--- src/rtl/debounce_pkg.sv ---
// Shared definitions for the switch debouncer and later board-input labs:
// FSM state encoding and the default stability window.
package debounce_pkg;

  localparam logic [1:0] ST_LOW      = 2'b00;
  localparam logic [1:0] ST_LOW_PEND = 2'b01;
  localparam logic [1:0] ST_HIGH     = 2'b10;
  localparam logic [1:0] ST_HIGH_PEND = 2'b11;

  // 1 ms at a 50 MHz system clock.
  localparam int DEFAULT_STABLE_COUNT = 50000;

  typedef enum logic [1:0] {
    S_LOW       = ST_LOW,
    S_LOW_PEND  = ST_LOW_PEND,
    S_HIGH      = ST_HIGH,
    S_HIGH_PEND = ST_HIGH_PEND
  } state_t;

endpackage

--- src/rtl/switch_debouncer_sync2.sv ---
// Two-flop synchronizer for a single asynchronous board input; resets to 0.
// Reused by later labs for other switches and buttons.
module sync2 (
  input  logic clk,
  input  logic reset,
  input  logic d,
  output logic q
);

  logic sync1;

  // NOTE: sequential state uses non-blocking assignments so both flops
  // sample their inputs from the same edge and form a real two-stage chain.
  always_ff @(posedge clk or posedge reset) begin
    if (reset) begin
      sync1 <= 1'b0;
      q     <= 1'b0;
    end else begin
      sync1 <= d;
      q     <= sync1;
    end
  end

endmodule

--- src/rtl/switch_debouncer.sv ---
// Debounces a raw switch: synchronizes it, requires STABLE_COUNT consecutive
// differing samples before the level F flips, and emits one-cycle rise/fall pulses.
module switch_debouncer
  import debounce_pkg::*;
#(
  parameter int STABLE_COUNT = DEFAULT_STABLE_COUNT,
  parameter int CNT_WIDTH    = 16
) (
  input  logic clk,
  input  logic reset,
  input  logic A,
  output logic F,
  output logic rise,
  output logic fall
);

  localparam logic [CNT_WIDTH-1:0] CNT_LAST = CNT_WIDTH'(STABLE_COUNT - 1);
  localparam logic [CNT_WIDTH-1:0] CNT_ONE  = CNT_WIDTH'(1);
  // A window of one cycle needs no pending state: flip on the first differing sample.
  localparam bit DIRECT = (STABLE_COUNT == 1);

  logic                 s;
  state_t               state;
  logic [CNT_WIDTH-1:0] cnt;

  sync2 u_sync2 (
    .clk   (clk),
    .reset (reset),
    .d     (A),
    .q     (s)
  );

  // NOTE: every register, including the counter, is cleared by reset so an
  // in-flight pend is aborted and no stale count survives.
  always_ff @(posedge clk or posedge reset) begin
    if (reset) begin
      state <= S_LOW;
      cnt   <= '0;
      F     <= 1'b0;
      rise  <= 1'b0;
      fall  <= 1'b0;
    end else begin
      rise <= 1'b0;
      fall <= 1'b0;
      case (state)
        S_LOW: begin
          if (s && DIRECT) begin
            state <= S_HIGH;
            F     <= 1'b1;
            rise  <= 1'b1;
            cnt   <= '0;
          end else if (s) begin
            state <= S_LOW_PEND;
            cnt   <= CNT_ONE;
          end else begin
            cnt <= '0;
          end
        end
        S_LOW_PEND: begin
          if (!s) begin
            state <= S_LOW;
            cnt   <= '0;
          end else if (cnt == CNT_LAST) begin
            state <= S_HIGH;
            F     <= 1'b1;
            rise  <= 1'b1;
            cnt   <= '0;
          end else begin
            cnt <= cnt + CNT_ONE;
          end
        end
        S_HIGH: begin
          if (!s && DIRECT) begin
            state <= S_LOW;
            F     <= 1'b0;
            fall  <= 1'b1;
            cnt   <= '0;
          end else if (!s) begin
            state <= S_HIGH_PEND;
            cnt   <= CNT_ONE;
          end else begin
            cnt <= '0;
          end
        end
        S_HIGH_PEND: begin
          if (s) begin
            state <= S_HIGH;
            cnt   <= '0;
          end else if (cnt == CNT_LAST) begin
            state <= S_LOW;
            F     <= 1'b0;
            fall  <= 1'b1;
            cnt   <= '0;
          end else begin
            cnt <= cnt + CNT_ONE;
          end
        end
        default: begin
          state <= S_LOW;
          cnt   <= '0;
        end
      endcase
    end
  end

endmodule
--- config.mk ---
export PLATFORM = sky130hd
export DESIGN_NAME = switch_debouncer
export DESIGN_NICKNAME = d
export VERILOG_FILES = /design/src/rtl/debounce_pkg.sv /design/src/rtl/switch_debouncer_sync2.sv /design/src/rtl/switch_debouncer.sv
export SDC_FILE = /design/constraint.sdc
export NUM_CORES = 1
export LEC_CHECK = 0
export BUFFER_PORTS_ARGS = -buffer_cell sky130_fd_sc_hd__buf_2
export CORE_ASPECT_RATIO = 1.5
export CORE_UTILIZATION = 40
export CTS_CLUSTER_DIAMETER = 80
export DETAILED_ROUTE_END_ITERATION = 12
export PLACE_DENSITY = 0.65
export SKIP_LAST_GASP = 1
export SLEW_MARGIN = 10
export SYNTH_ARGS = -nofsm -noshare
export SYNTH_HDL_FRONTEND = slang
export SYNTH_SLANG_ARGS = --single-unit
--- constraint.sdc ---
create_clock -name clk -period 2.3 [get_ports clk]
set_input_delay 0.46 -clock clk [delete_from_list [all_inputs] [get_ports clk]]
set_output_delay 0.46 -clock clk [all_outputs]
set_load 0.05 [all_outputs]
==> results of run 1 <==
kinds of logic after synthesis:
kind of cell	count (synthesis)
xor gates and xnor gates	14
AOI/OAI and AO/OA	5
buffers and inverters	5
and+or+nand+nor	43
adders and majority gates	1
muxes	1
DFF	23
metrics by stage:
| stage | cell area, um^2 | cells | power (mW) |
|---|---|---|---|
| after floorplan | 1060 | 92 | 0.436 |
| after CTS | 1130 | 124 | 0.626 |
| final | 1130 | 124 | 0.622 |
| after global routing | 1130 | 124 | 0.644 |
| after global placement | 1100 | 120 | 0.443 |
| after detailed placement | 1100 | 120 | 0.444 |
registers in the layout, summed over array words and instances, names as in the netlist, named ones only:
register and count:
rise 1, cnt 16, u_sync2.sync1 1, F 1, fall 1, state 1, u_sync2.q 1
worst max-delay path: cells and delay by family (launching register included):
| kind | cells | cell delay [ps] |
|---|---|---|
| fa+ha+maj | 1 | 260 |
| simple gates | 3 | 830 |
| compound gates | 1 | 290 |
| flops | 1 | 440 |
power groups by stage:
stage          sequential, mW  clock, mW  combinational [mW]
2_1_floorplan           0.420          0              0.0155
3_3_place_gp            0.421          0              0.0221
3_5_place_dp            0.422          0              0.0227
4_1_cts                 0.414      0.190              0.0229
5_1_grt                 0.415      0.203              0.0259
6_report                0.414      0.186              0.0220
layout make-up:
type                            instances  area, um^2
Inverter                                3        11.3
Tap cell                               24        30.0
Timing Repair Buffer                    6        32.5
Clock buffer                            4        26.3
Sequential cell                        23         576
Multi-Input combinational cell         64         453
Fill cell                             239        1350
worst min-delay path by stage:
stage | end | cells after the start | startpoint
3_5_place_dp | u_sync2.q | 0 | u_sync2.sync1
3_3_place_gp | u_sync2.q | 0 | u_sync2.sync1
4_1_cts | cnt[7] | 3 | reset
2_1_floorplan | u_sync2.q | 0 | u_sync2.sync1
6_report | rise | 3 | reset
5_1_grt | cnt[10] | 3 | reset
layout by cell type, fill, tap and decap left out, drive strengths merged, types with 2 or more instances in the layout:
| cell | count |
|---|---|
| a21boi | 2 |
| and2 | 2 |
| and3 | 2 |
| and4 | 5 |
| buf | 6 |
| clkbuf | 4 |
| dfrtp | 23 |
| inv | 3 |
| nand2 | 2 |
| nand3 | 6 |
| nand4 | 7 |
| nor2 | 13 |
| xor2 | 13 |
routing by layer:
layer  global-route usage  up-vias
met4               0.0758        0
li1                     -      338
met5                    0        -
met3               0.0195        5
met2                0.276       11
met1                0.175      358
==> results by group, run 1 <==
Synthesis
  • Synth area leaders: dfrtp_1 (55%), xor2_1 (11%), nor2_1 (4.6%)
  • Synth area leader: dfrtp_1
  • Post-synth top cells: dfrtp_1 (23), nor2_1 (13), xor2_1 (13)
  • Syn Inst Count: 92
  • Synth Area in Adders: 0.0118
  • #FFs+latches synth: 23
  • Post-synth EDFFs: 0
  • Syn Nets: 96
  • Sequential fraction of the synthesis area: 0.545
  • Count of cell types in the netlist: 28
  • Simple-gate portion of the synthesized area: 0.255
  • Yosys top cell area share: 0.545
  • FFs w/ async S/R, synth: 1.00
  • Synth Area in XOR/XNOR: 0.116
  • Synthesized area: 1060 um^2
  • Ys flop type: dfrtp_1
  • Most frequent cell after synthesis: dfrtp_1
  • Yosys warning count: 0
  • Post-synthesis mux area share: 0.0107
  • Post-synthesis compound-gate area fraction: 0.0355
  • Largest family of logic cells by synthesized area: simple AND/OR/NAND/NOR gates
  • Mean Syn Cell Area: 11.5 um^2

Drt
  • DRT met1 WL: 742 um
  • Routed len/inst: 14.9 um
  • Top sig layer: met4
  • Met2 WL: 1030 um
  • Pre-Repair DR Iteration Count: 4
  • WL met3: 32 um
  • DRT iter0 DRCs: 14
  • DR DRC count: 0
  • Vias per cell: 5.74
  • Via count: 712
  • Post-DRT Antenna Nets: 0
  • DRT Wirelength: 1840 um

Clocking
  • Post-CTS sizing: 0
  • Hold Buf Count CTS: 0
  • Clk buf depth: 2
  • # clock sinks: 23
  • Post-CTS Repair Setup Buffers: 0
  • # H-tree levels: 1
  • Reg clk slew, reported paths: 120 ps
  • Total CTS buffers: 3
  • Clock Tree Root: clkbuf_4
  • CTS tree: built
  • Clock Latency Late Sink: 310 ps

GRT
  • Total GRT Usage: 0.155
  • Initial antenna violation count: 0
  • Gr ovfl total: 0
  • Vias in the first global route: 773
  • Largest net degree at the start of global routing: 24
  • Global-route wire length before repair: 3290 um

Setup path
  • Crit path DAT: 2130 ps
  • Worst r2r src: cnt[0]
  • Flop2flop setup slack: 400 ps
  • Critical path type: flop to flop
  • CP startpoint: cnt[0]
  • CP Data Required Time: 2530 ps
  • Crit path cell chain: ha_1 -> and3_1 -> nand4_1 -> nand3_1 -> a21oi_2
  • Crit end category: flop
  • Reg2reg end: cnt[15]
  • Max Fanout on Critical Path: 14
  • R2R cell count: 5
  • Startpoint Class: flop
  • Worst path max stage delay: 460 ps
  • Slowest-stage cell, CP: nand3_1
  • CP endpoint: cnt[15]

Finish
  • Final Util: 0.456
  • Layout cells sized above 1: 0.160
  • NumNets Final: 105
  • Ant diodes: 0
  • Area growth syn-to-layout: 6.87%

Power and ir drop
  • Sw Ratio: 0.223
  • Net switching power: 0.139 mW
  • Clock share of power: 0.299
  • Combinational cell fraction of total power: 0.035
  • Cell Pwr Density: 551 nW/um^2
  • VDD IR max: 0.382 mV
  • P_int: 0.483 mW
  • Leak: 0.523 nW
  • Seq pwr share: 0.666

STA
  • Min Clock Period, post-route: 1900 ps
  • Worst Max-Slew Pin Slew: 624 ps
  • Final hold violation count: 0
  • Setup_tns: 0 ps
  • Fin crit share: 0.826
  • Final slew viol count: 0
  • Endpoints failing setup: 0
  • Max Clock Skew: 1.56 ps
  • Hold_ws: 158 ps
  • Slew margin rel.: 0.583
  • Unrepaired setup endpoints after global routing: no
  • Setup WS post-layout: 401 ps
  • Max Clk Rate: 527 MHz

Floorplanning
  • Ports: 6
  • Die X: 44.0 um
  • Core area: 2480 um^2
  • Die Ht: 64.9 um
  • Die area: 2850 um^2
  • Initial Util: 0.426
  • Row count: 22

Place
  • GPL Wtd Cong: 0.747
  • Pre-CTS setup slack: 444 ps
  • PortBufs: 5
  • Detailed placement HPWL: 1350 um

Run
  • Max-Cap Viols: 0

Hold path
  • Hold Path Class: input pin to asynchronous set/reset pin

Outcome
  • Outcome: completed
No activity file was read; power rests on OpenSTA's default activity.
==> inputs of run 2 (changes only) <==
clock period = 1.8 ns   (was 2.3 ns; I/O delays follow)
==> results by group, run 2 (synthesized netlist as in run 1, its figures left out) <==
Setup path
  • Flop2flop setup slack: 210 ps
  • Critical path type: flop to flop
  • Crit path DAT: 1820 ps
  • Startpoint Class: flop
  • Reg2reg end: F
  • CP Data Required Time: 2030 ps
  • Max Fanout on Critical Path: 5
  • Worst r2r src: cnt[13]
  • Crit end category: flop
  • R2R cell count: 5

Clocking
  • Post-CTS sizing: 0
  • Clk buf depth: 2
  • Post-CTS Repair Setup Buffers: 0
  • Reg clk slew, reported paths: 120 ps
  • # clock sinks: 23
  • # H-tree levels: 1
  • Clock Latency Late Sink: 330 ps
  • CTS tree: built
  • Total CTS buffers: 3
  • Clock Tree Root: clkbuf_4
  • Hold Buf Count CTS: 0

Finish
  • Area growth syn-to-layout: 12.7%
  • Fillers: 217
  • Layout cells sized above 1: 0.231
  • Commonest non-fill, non-tap cells in the layout: dfrtp_1 (23), xor2_1 (13), nor2_1 (13)
  • Ant diodes: 0
  • NumNets Final: 113
  • Commonest non-fill, non-tap cell in the layout: dfrtp_1
  • Most flops, register: cnt
  • Number of flip-flops in the largest register: 16

GRT
  • Gr ovfl total: 0
  • Initial antenna violation count: 0
  • Global-route wire length before repair: 3280 um
  • Vias in the first global route: 737
  • Largest net degree at the start of global routing: 24
  • Total GRT Usage: 0.161

STA
  • Final hold violation count: 0
  • Final slew viol count: 0
  • Max Clk Rate: 629 MHz
  • Setup_tns: 0 ps
  • Worst Max-Slew Pin Slew: 380 ps
  • Max Clock Skew: 7.22 ps
  • Unrepaired setup endpoints after global routing: no
  • Min Clock Period, post-route: 1590 ps
  • Slew margin rel.: 0.743
  • Fin crit share: 0.884
  • Endpoints failing setup: 0
  • Setup WS post-layout: 209 ps

Place
  • GPL Wtd Cong: 0.737
  • Detailed placement HPWL: 1370 um
  • Pre-CTS setup slack: 171 ps
  • PortBufs: 5

Drt
  • Via count: 713
  • Post-DRT Antenna Nets: 0
  • Vias per cell: 5.40
  • DRT iter0 DRCs: 14
  • DR DRC count: 0
  • Routed len/inst: 14.0 um
  • DRT Wirelength: 1850 um
  • Pre-Repair DR Iteration Count: 2

Floorplanning
  • Die Ht: 64.9 um
  • Ports: 6
  • Core area: 2480 um^2
  • Row count: 22
  • Die X: 44.0 um
  • Initial Util: 0.426
  • Die area: 2850 um^2

Hold path
  • Hold Path Class: input pin to asynchronous set/reset pin

Power and ir drop
  • VDD IR max: 0.505 mV
  • Cell Pwr Density: 676 nW/um^2
  • Leak: 0.566 nW

Run
  • Max-Cap Viols: 0

Outcome
  • Outcome: completed
run 2: cell types whose count changed in the layout (fill, tap and decap cells not counted):
cell | previous run | this run
clkinv_2 | 0 | 1
buf_4 | 1 | 9
clkbuf_1 | 1 | 0
run 2: metal layers:
layer / up-vias / track usage / share of wire / wire, um
li1: 359 / - / - / -
met1: 342 / 0.194 / 0.46 / 846
met2: 7 / 0.267 / 0.49 / 915
met3: 5 / 0.0251 / 0.016 / 30
met4: 0 / 0.0909 / 0.031 / 57
met5: - / 0 / 0 / 0
run 2: cell type report:
| class | count | area, um^2 | share of cell area |
|---|---|---|---|
| inverters | 3 | 11.3 | 0.00946 |
| clock buffers | 3 | 22.5 | 0.0189 |
| well taps | 24 | 30.0 | 0.0252 |
| clock inverters | 1 | 5.00 | 0.00421 |
| multi-input cells | 64 | 453 | 0.381 |
| repair buffers | 14 | 92.6 | 0.0778 |
| flip-flops and latches | 23 | 576 | 0.484 |
run 2: worst max-delay path by stage:
stage	from	endpoint	cells after the start
detailed placement	cnt[13]	F	5
global placement	cnt[12]	F	5
CTS	cnt[13]	F	5
floorplan	cnt[5]	cnt[0]	4
global route	cnt[13]	cnt[0]	6
finish	cnt[13]	F	5
run 2: critical path, stage by stage, from the launching register on:
cell and delay [ps]:
dfrtp_1 440, nor4bb_1 330, buf_4 170, nand4_1 70
buf_4 180, a211o_1 290
run 2: where the power goes:
part	internal (mW)	switching [mW]	total [mW]	leakage, nW
combinational	0.0104	0.0208	0.0312	0.236
clock	0.0837	0.161	0.245	0.0177
sequential	0.523	0.00612	0.529	0.312
run 2: per-stage QoR:
stage          hold slack (ps)  std cells  utilization  cell area (um^2)  power (mW)
2_1_floorplan              331         92            -              1060       0.557
3_3_place_gp               346        128        0.469              1160       0.570
3_5_place_dp               339        128        0.469              1160       0.571
4_1_cts                   47.0        132        0.480              1190       0.815
5_1_grt                   64.8        132        0.480              1190       0.841
6_report                  37.9        132        0.480              1190       0.805
